File: src/rtl/interface_botoes.sv
// Button interface: 2-flop synchronizer, debounce FSM, one pulse per accepted single-button play.
// A play is accepted after DEBOUNCE_CICLOS stable samples; a debounced release re-arms the next play.
module interface_botoes #(
    parameter int unsigned DEBOUNCE_CICLOS = 50000
) (
    input  logic       clock,
    input  logic       reset,
    input  logic [3:0] botoes,
    input  logic       habilita,
    output logic       jogada_feita,
    output logic [3:0] jogada,
    output logic       erro_multiplo,
    output logic       db_tem_jogada,
    output logic [3:0] db_estado
);

    localparam int unsigned CW = (DEBOUNCE_CICLOS > 1) ? $clog2(DEBOUNCE_CICLOS) : 1;
    localparam logic [CW-1:0] CNT_MAX = CW'(DEBOUNCE_CICLOS - 1);

    localparam logic [2:0] ESPERA = 3'd0;
    localparam logic [2:0] FILTRA = 3'd1;
    localparam logic [2:0] EMITE  = 3'd2;
    localparam logic [2:0] LIBERA = 3'd3;
    localparam logic [2:0] ERRO   = 3'd4;

    logic [3:0]    sync_meta_q;
    logic [3:0]    botoes_s_q;
    logic [2:0]    estado_q, estado_d;
    logic [CW-1:0] cont_q, cont_d;
    logic [3:0]    amostra_q, amostra_d;
    logic [3:0]    jogada_q, jogada_d;
    logic          amostra_onehot;

    always_ff @(posedge clock) begin
        if (reset) begin
            sync_meta_q <= 4'b0000;
            botoes_s_q  <= 4'b0000;
            estado_q    <= LIBERA;
            cont_q      <= '0;
            amostra_q   <= 4'b0000;
            jogada_q    <= 4'b0000;
        end else begin
            sync_meta_q <= botoes;
            botoes_s_q  <= sync_meta_q;
            estado_q    <= estado_d;
            cont_q      <= cont_d;
            amostra_q   <= amostra_d;
            jogada_q    <= jogada_d;
        end
    end

    assign amostra_onehot = (amostra_q != 4'b0000) &&
                            ((amostra_q & (amostra_q - 4'd1)) == 4'b0000);

    always_comb begin
        estado_d  = estado_q;
        cont_d    = cont_q;
        amostra_d = amostra_q;
        jogada_d  = jogada_q;
        case (estado_q)
            ESPERA: begin
                if (!habilita) begin
                    estado_d = LIBERA;
                    cont_d   = '0;
                end else if (botoes_s_q != 4'b0000) begin
                    estado_d  = FILTRA;
                    amostra_d = botoes_s_q;
                    cont_d    = '0;
                end
            end
            FILTRA: begin
                if (!habilita) begin
                    estado_d = LIBERA;
                    cont_d   = '0;
                end else if (botoes_s_q == 4'b0000) begin
                    estado_d = ESPERA;
                    cont_d   = '0;
                end else if (botoes_s_q != amostra_q) begin
                    amostra_d = botoes_s_q;
                    cont_d    = '0;
                end else if (cont_q != CNT_MAX) begin
                    cont_d = cont_q + 1'b1;
                end else begin
                    estado_d = amostra_onehot ? EMITE : ERRO;
                    cont_d   = '0;
                end
            end
            EMITE: begin
                jogada_d = amostra_q;
                estado_d = LIBERA;
                cont_d   = '0;
            end
            ERRO: begin
                estado_d = LIBERA;
                cont_d   = '0;
            end
            LIBERA: begin
                // Release must be continuous: any nonzero sample restarts the count.
                if (botoes_s_q != 4'b0000) begin
                    cont_d = '0;
                end else if (cont_q == CNT_MAX) begin
                    estado_d = ESPERA;
                    cont_d   = '0;
                end else begin
                    cont_d = cont_q + 1'b1;
                end
            end
            default: begin
                estado_d = LIBERA;
                cont_d   = '0;
            end
        endcase
    end

    assign jogada_feita  = (estado_q == EMITE);
    assign erro_multiplo = (estado_q == ERRO);
    assign jogada        = jogada_q;
    assign db_tem_jogada = |botoes_s_q;
    assign db_estado     = {1'b0, estado_q};

endmodule

File: config.mk
export PLATFORM = sky130hd
export DESIGN_NAME = interface_botoes
export DESIGN_NICKNAME = d
export VERILOG_FILES = /design/src/rtl/interface_botoes.sv
export SDC_FILE = /design/constraint.sdc
export NUM_CORES = 1
export LEC_CHECK = 0
export BUFFER_PORTS_ARGS = -buffer_cell sky130_fd_sc_hd__buf_2
export CORE_UTILIZATION = 40
export CTS_CLUSTER_SIZE = 24
export DETAILED_ROUTE_END_ITERATION = 10
export GPL_TIMING_DRIVEN = 0
export PLACE_DENSITY = 0.7
export SKIP_CTS_REPAIR_TIMING = 1
export SYNTH_ARGS = -nofsm -noshare
export SYNTH_HDL_FRONTEND = slang
export SYNTH_SLANG_ARGS = --single-unit
File: constraint.sdc
create_clock -name clock -period 2.07 [get_ports clock]
set_clock_uncertainty 0.05 [all_clocks]
set_input_delay 0.207 -clock clock [delete_from_list [all_inputs] [get_ports clock]]
set_output_delay 0.207 -clock clock [all_outputs]
set_load 0.02 [all_outputs]
**Word level (Yosys, flattened, before mapping)**

Index checks and enable logic that the tools add are counted.

- $add $sub $neg: 2
- Equal/unequal tests: 17
- Muxes and demuxes: 25
- Bitwise operators: 1
- Reduce and logical (&&, ||, !) cells: 10

Operators by type and width:

| operator | number |
|---|---|
| 2-to-1 mux 16 bit | 8 |
| case mux 16 bit (3 select lines) | 1 |
| 2-to-1 mux 3 bit | 9 |
| 2-to-1 mux 4 bit | 5 |
| adder 16 x 1 -> 16 bit, second input constant | 1 |
| == test 16 bit, second input constant | 1 |
| != test 16 bit, second input constant | 1 |
| != test 2 bit, second input constant | 7 |
| case mux 3 bit (3 select lines) | 1 |
| zero test 4 bit | 2 |
| != test 4 bit, second input constant | 2 |
| case mux 4 bit (2 select lines) | 1 |
| nonzero test 4 bit | 2 |
| == test 3 x 2 -> 1 bit, second input constant | 2 |
| AND reduction 6 bit | 1 |
| AND reduction 5 bit | 1 |
| bitwise AND 4 bit | 1 |
| != test 4 bit | 1 |
| OR reduction 4 bit | 1 |
| subtractor 4 x 1 -> 4 bit, second input constant | 1 |
| == test 3 x 1 -> 1 bit, second input constant | 1 |
| == test 3 bit, second input constant | 1 |
| zero test 3 bit | 1 |
| != test 3 bit, second input constant | 1 |
| 2 further kinds | 2 |

- Register bits: 35
- Input port bits: 7
- Output and inout port bits: 11
- Word-level logic and storage cells: 61

**Depth between registers and ports, before layout**

Gate-level depths: netlist of run 1.

- Depth after elaboration: 10
- Gate-level depth with buffers: 7
- Mapped depth without buffers: 6

**Least setup slack after synthesis of run 1**

No wires, ideal clock.

- Path kind: reg2reg
- From: register estado_q[1]
- To: register cont_q[11]
- Setup time: 78 ps
- Arrival: 1781 ps
- Required time: 1942 ps
- Setup slack: 161 ps
- Stages on the path, launching flop included: 7
- Buffers on the path: 1
- Period minus slack after synthesis: 1909 ps
- Cell sequence: dfxtp_1 buf_4 or4b_1 o2111ai_1 nor3b_1 xnor2_1 nor3_1

- Longest elaborated chain between the ends: 2
- Elaborated cells between the ends (all ways): 5
- Those cells by class: eq/ne: 3; mux: 1; reduce/logical: 1

Ends and longest elaborated chain:

| item | RTL line | source |
|---|---|---|
| start, declared | 28 | `logic [2:0] estado_q, estado_d;` |
| start signal, assigned | 45 | `estado_q <= estado_d;` |
| == test 3 x 2 -> 1 bit (tied with other cells) | 60 | `case (estado_q)` |
| case mux 16 bit (3 select lines) / != test 3 bit (equally long branches) | - |  |
| end signal, assigned | 46 | `cont_q <= cont_d;` |
| end, declared | 29 | `logic [CW-1:0] cont_q, cont_d;` |

Parallel ways exist; a longest one is shown, timed or not.
A chain may end at the register's enable or synchronous reset.

**Worst setup path in the final report of run 1**

- From: register cont_q[12]
- To: register estado_q[0]

- Longest elaborated chain between the ends: 3
- Elaborated cells between the ends (all ways): 5
- Those cells by class: eq/ne: 4; reduce/logical: 1

Ends and longest elaborated chain:

| item | RTL line |
|---|---|
| != test 16 bit / == test 16 bit (equally long branches) | 81, 101 |
| != test 4 bit (no line) / != test 2 bit (equally long branches) | - |
| AND reduction 5 bit (no line) (*) | - |

Mark *: on every way between the ends. The rest lies on a longest branch, timed or not.

==> flow_summary.toml, run 1 <==
[timing]
rsz0062_at_grt = "true"
hold_ws_ns = 0.07039
fin_crit_ns = 1.970
hold_viol = 0
slew_viol_final = 0
setup_viol = 0
max_freq_mhz = 507.6
post-route-period-util = 0.9518

[global_route]
grt_overflow = 0
grt_max_degree = 12
grt_pass1_vias = 1196
grt_pass1_wl_um = 5388
grt_usage = 0.1644
grt_antenna_before_repair = 0

[logic_synthesis]
ys_seq_elements = 35
synth_cells = 176
yosysSeqAreaShare = 0.4182
yosysUniqueCellTypes = 40
syn_avg_cell_area_um2 = 9.519
synthesis.nets = 184
synthArstFlopShare = 0
yosysWarnings = 0
synth_edf_count = 0
synth_area_um2 = 1675
ys.flop_type = "dfxtp_1"

[worst_setup_path]
cp_cell_sequence = "or4b_4 > nor4_4 > a21oi_1 > a311oi_2 > o21ai_0"
crit_path_top_delay_cell = "or4b_4"
worstPathArrival_ns = 2.09
reg2regPathDepth = 5
reg2reg_to = "estado_q[0]"
crit_buf_inv = 0
endpoint_kind = "flip-flop"
crit_path_start_kind = "flip-flop"
crit_type = "flip-flop to flip-flop"
r2r_slack_ns = 0.1
cp.required_ns = 2.19
cp-endpoint = "estado_q[0]"
timing.rr.start = "cont_q[12]"
crit_path_max_incr_delay_ns = 0.56
cp_max_fo = 4
cp_num_cells = 5
crit_start = "cont_q[12]"
critPathTopFamily = "simple AND/OR/NAND/NOR gates"

[pwr]
leakage_nw = 0.7688
irDropWorstVdd_mv = 0.4754
powerDensity_nw_per_um2 = 752.2

[drt]
dr.first_iter.drc_count = 40
drt.antenna.violating_nets = 0
drc = 0
first_pass_iters = 4
wirelength_um = 3139
wire_per_inst_um = 12.46
viasPerCell = 5.187
vias = 1307

[placed_design]
numPortBuffers = 15
place_area_um2 = 1813
dpl.hpwl_um = 2241
place.gp.congestion = 0.8095

[floorplanning]
rows = 23
ios = 18
die-area_um2 = 4451
die_y_um = 66.72
initial_core_util = 0.4188
design.core.area_um2 = 4000
die_w_um = 66.72

[finish]
drive_above_1_share = 0.2129
multi_input_area_um2 = 942.2
diodes = 0
regArea_um2 = 700.7
final_core_util = 0.4980
nets = 209
areaGrowthSynthToFinish_pct = 18.89
final_area_um2 = 1992
fillerInstances = 381

[clocking]
clockBufferDepth = 2
htreeDepth = 2
cts_tree = "yes"
clkTransAtPathRegs_ns = 0.07
numCtsBuffers = 5
clkSinkCount = 35
clockRootBuffer = "clkbuf_8"
clock_latency_ns = 0.29

[run_status]
status = "finished clean"

[worst_hold_path]
hp-class = "input port to flip-flop"

[run]
drv_cap = 0
[cells by family (layout without fill, tap and decap cells)]
group	after synthesis	count (layout)	share of synthesized area
AOI/OAI and AO/OA	12	12	0.05901
buffers and inverters	13	39	0.04033
muxes	9	9	0.05377
DFF	35	35	0.4182
xor gates and xnor gates	19	19	0.09933
other	1	1	0.002238
adders and majority gates	1	1	0.007467
and+or+nand+nor	86	86	0.3197
[routing by layer]
metal | vias to the layer above | wire [um] | part of all wire | track usage
li1 | 668 | - | - | -
met1 | 611 | 1614 | 0.51 | 0.2027
met2 | 22 | 1346 | 0.43 | 0.2601
met3 | 6 | 112 | 0.036 | 0.05137
met4 | 0 | 65 | 0.021 | 0.07181
met5 | - | 0 | 0 | 0
[flip-flops by register name, summed over array words and instances (netlist names)]
| name | cells |
|---|---|
| botoes_s_q | 4 |
| jogada | 4 |
| cont_q | 16 |
| amostra_q | 4 |
| estado_q | 3 |
| sync_meta_q | 4 |
[how the worst min path moves through the flow]
stage | from | slack, ns | cells past startpoint | end
floorplan | botoes[0] | 0.29 | 1 | sync_meta_q[0]
global placement | botoes[3] | 0.36 | 2 | sync_meta_q[3]
detailed placement | reset | 0.37 | 2 | sync_meta_q[2]
CTS | reset | 0.06 | 2 | sync_meta_q[2]
global route | reset | 0.06 | 2 | sync_meta_q[1]
finish | reset | 0.07 | 2 | sync_meta_q[2]
[worst register-to-register path: cells and delay by family, from the launching register on]
| family | cells | cell delay, ns |
|---|---|---|
| AOI/OAI and AO/OA | 3 | 0.56 |
| DFF | 1 | 0.35 |
| and+or+nand+nor | 2 | 0.90 |
[power by group]
part	leakage (nW)	internal, mW	switching [mW]	total [mW]
logic	0.424	0.0711	0.0857	0.157
registers	0.284	0.689	0.0163	0.705
clock network	0.0612	0.390	0.247	0.637
[stage by stage]
step                setup slack [ns]  std cells  setup TNS, ns  total power, mW
floorplan                     0.1607        176              0           0.8208
global placement            0.009234        241              0           0.8539
detailed placement          0.006850        241              0           0.8568
CTS                        -0.007715        249       -0.01855            1.492
global route                -0.01918        252       -0.01918            1.558
finish                       0.09979        252              0            1.498
[final cells by class]
class	count	share of cell area
multi-input cells	128	0.4730
plain buffers	10	0.03015
inverters	3	0.005653
repair buffers	18	0.04899
well taps	50	0.03141
clock inverters	2	0.01759
clock buffers	6	0.04146
flip-flops and latches	35	0.3518
[Yosys cell counts, types with 6 or more instances]
library cell	number	area share
clkbuf_1	6	0.013
dfxtp_1	35	0.42
mux2i_1	9	0.054
nand2_1	8	0.018
nand3_1	6	0.018
nor2_1	15	0.034
nor2b_1	11	0.041
nor3_1	19	0.057
xnor2_1	9	0.047
xor2_1	10	0.052
[layout by cell type (no fill, tap or decap), types with 2 or more instances in the layout]
cell      count
a21oi_1       2
a311oi_2      2
and2_1        3
and3_1        2
buf_2        15
buf_4         5
buf_6         2
clkbuf_1      6
clkbuf_8      6
dfxtp_1      35
inv_1         2
mux2i_1       9
nand2_1       8
nand3_1       6
nand4_1       2
nor2_1       15
nor2b_1      11
nor3_1       19
nor3b_1       3
nor4_4        3
nor4b_1       3
o21ai_0       2
or4b_1        2
xnor2_1       9
xor2_1       10
No activity file was read; power rests on OpenSTA's default activity.
==> run 2, diff against run 1 <==
Settings changed: RECOVER_POWER set to 25.
==> flow_summary.toml, run 2 (synthesis results as in run 1) <==
[run_status]
status = "finished clean"

[floorplanning]
die_w_um = 66.72
ios = 18
initial_core_util = 0.4188
die_y_um = 66.72
rows = 23
design.core.area_um2 = 4000
die-area_um2 = 4451

[worst_setup_path]
worstPathArrival_ns = 2.09
crit_path_start_kind = "flip-flop"
cp_max_fo = 4
endpoint_kind = "flip-flop"
cp.required_ns = 2.19
crit_type = "flip-flop to flip-flop"

[finish]
drive_above_1_share = 0.1980
nets = 209
final_core_util = 0.4955
largest_reg_flops = 16
final_cell_count_no_fill = 252
final_area_um2 = 1982
fillerInstances = 385
final_common_cell = "dfxtp_1"
regMostFlops = "cont_q"
final_cell_mix = "dfxtp_1 (35), nor3_1 (19), nor2_1 (15)"
diodes = 0
areaGrowthSynthToFinish_pct = 18.30

[placed_design]
numPortBuffers = 15
dpl.hpwl_um = 2241
place_area_um2 = 1813
place.gp.congestion = 0.8095
place_inst = 241

[global_route]
grt_max_degree = 12
grt_usage = 0.1644
grt_antenna_before_repair = 0
grt_overflow = 0
grt_pass1_vias = 1196
grt_pass1_wl_um = 5388

[clocking]
clockRootBuffer = "clkbuf_8"
clockBufferDepth = 2
clkTransAtPathRegs_ns = 0.07
clock_latency_ns = 0.29
numCtsBuffers = 5
clkSinkCount = 35
htreeDepth = 2
cts_tree = "yes"

[drt]
wl_met1_um = 1621
drc = 0
viasPerCell = 5.183
first_pass_iters = 4
wirelength_um = 3149
wl_met2_um = 1354
wire_per_inst_um = 12.50
routed.top_layer = "met4"
dr.first_iter.drc_count = 40
dr_wl_met3_um = 109
drt.antenna.violating_nets = 0
vias = 1306

[pwr]
irDropWorstVdd_mv = 0.4761
powerDensity_nw_per_um2 = 755.7
leakage_nw = 0.7551

[timing]
slew_viol_final = 0
rsz0062_at_grt = "true"
max_freq_mhz = 507.2
post-route-period-util = 0.9524
hold_viol = 0
fin_crit_ns = 1.971
setup_viol = 0
fin_tns_setup_ns = 0

[worst_hold_path]
hp-class = "input port to flip-flop"

[run]
drv_cap = 0
## run 2: cell count changes in the layout (fill, tap and decap cells not counted)
cell	delta
clkbuf_1	+3
buf_2	-2
buf_6	-1
## run 2: per-stage QoR
step / power [mW] / hold slack, ns / setup slack (ns)
6_report: 1.498 / 0.07008 / 0.09858
5_1_grt: 1.557 / 0.07954 / -0.01918
4_1_cts: 1.492 / 0.05610 / -0.007715
3_5_place_dp: 0.8568 / 0.3678 / 0.006850
3_3_place_gp: 0.8539 / 0.3636 / 0.009234
2_1_floorplan: 0.8208 / 0.2852 / 0.1607
## run 2: per-layer routing
layer | up-vias | track usage
met5 | - | 0
met3 | 6 | 0.05137
met2 | 22 | 0.2601
li1 | 668 | -
met4 | 0 | 0.07181
met1 | 610 | 0.2027
## run 2: cell type report
class	instances	area, um^2	area share
Sequential cell	35	700.7	0.3535
Tap cell	50	62.56	0.03157
Buffer	10	52.55	0.02652
Inverter	3	11.26	0.005682
Clock buffer	6	82.58	0.04167
Clock inverter	2	35.03	0.01768
Timing Repair Buffer	18	95.09	0.04798
Multi-Input combinational cell	128	942.2	0.4754
## run 2: power breakdown
group | internal, mW | switching (mW) | total, mW
Sequential | 0.689 | 0.0163 | 0.705
Combinational | 0.0695 | 0.0859 | 0.155
Clock | 0.390 | 0.248 | 0.638
Total | 1.15 | 0.350 | 1.50
## run 2: path summary, 6_finish.rpt
check	start	depth (start not counted)	to	slack, ns
setup / recovery	cont_q[12]	5	estado_q[0]	0.1
hold / removal	botoes[2]	2	sync_meta_q[2]	0.07
setup reg to reg	cont_q[12]	5	estado_q[0]	0.1
hold reg to reg	sync_meta_q[2]	1	botoes_s_q[2]	0.39
## run 2: critical path, stage by stage (launching register included)
cell	delay, ns
dfxtp_1	0.35
or4b_4	0.56
nor4_4	0.34
a21oi_1	0.15
a311oi_2	0.29
o21ai_0	0.12
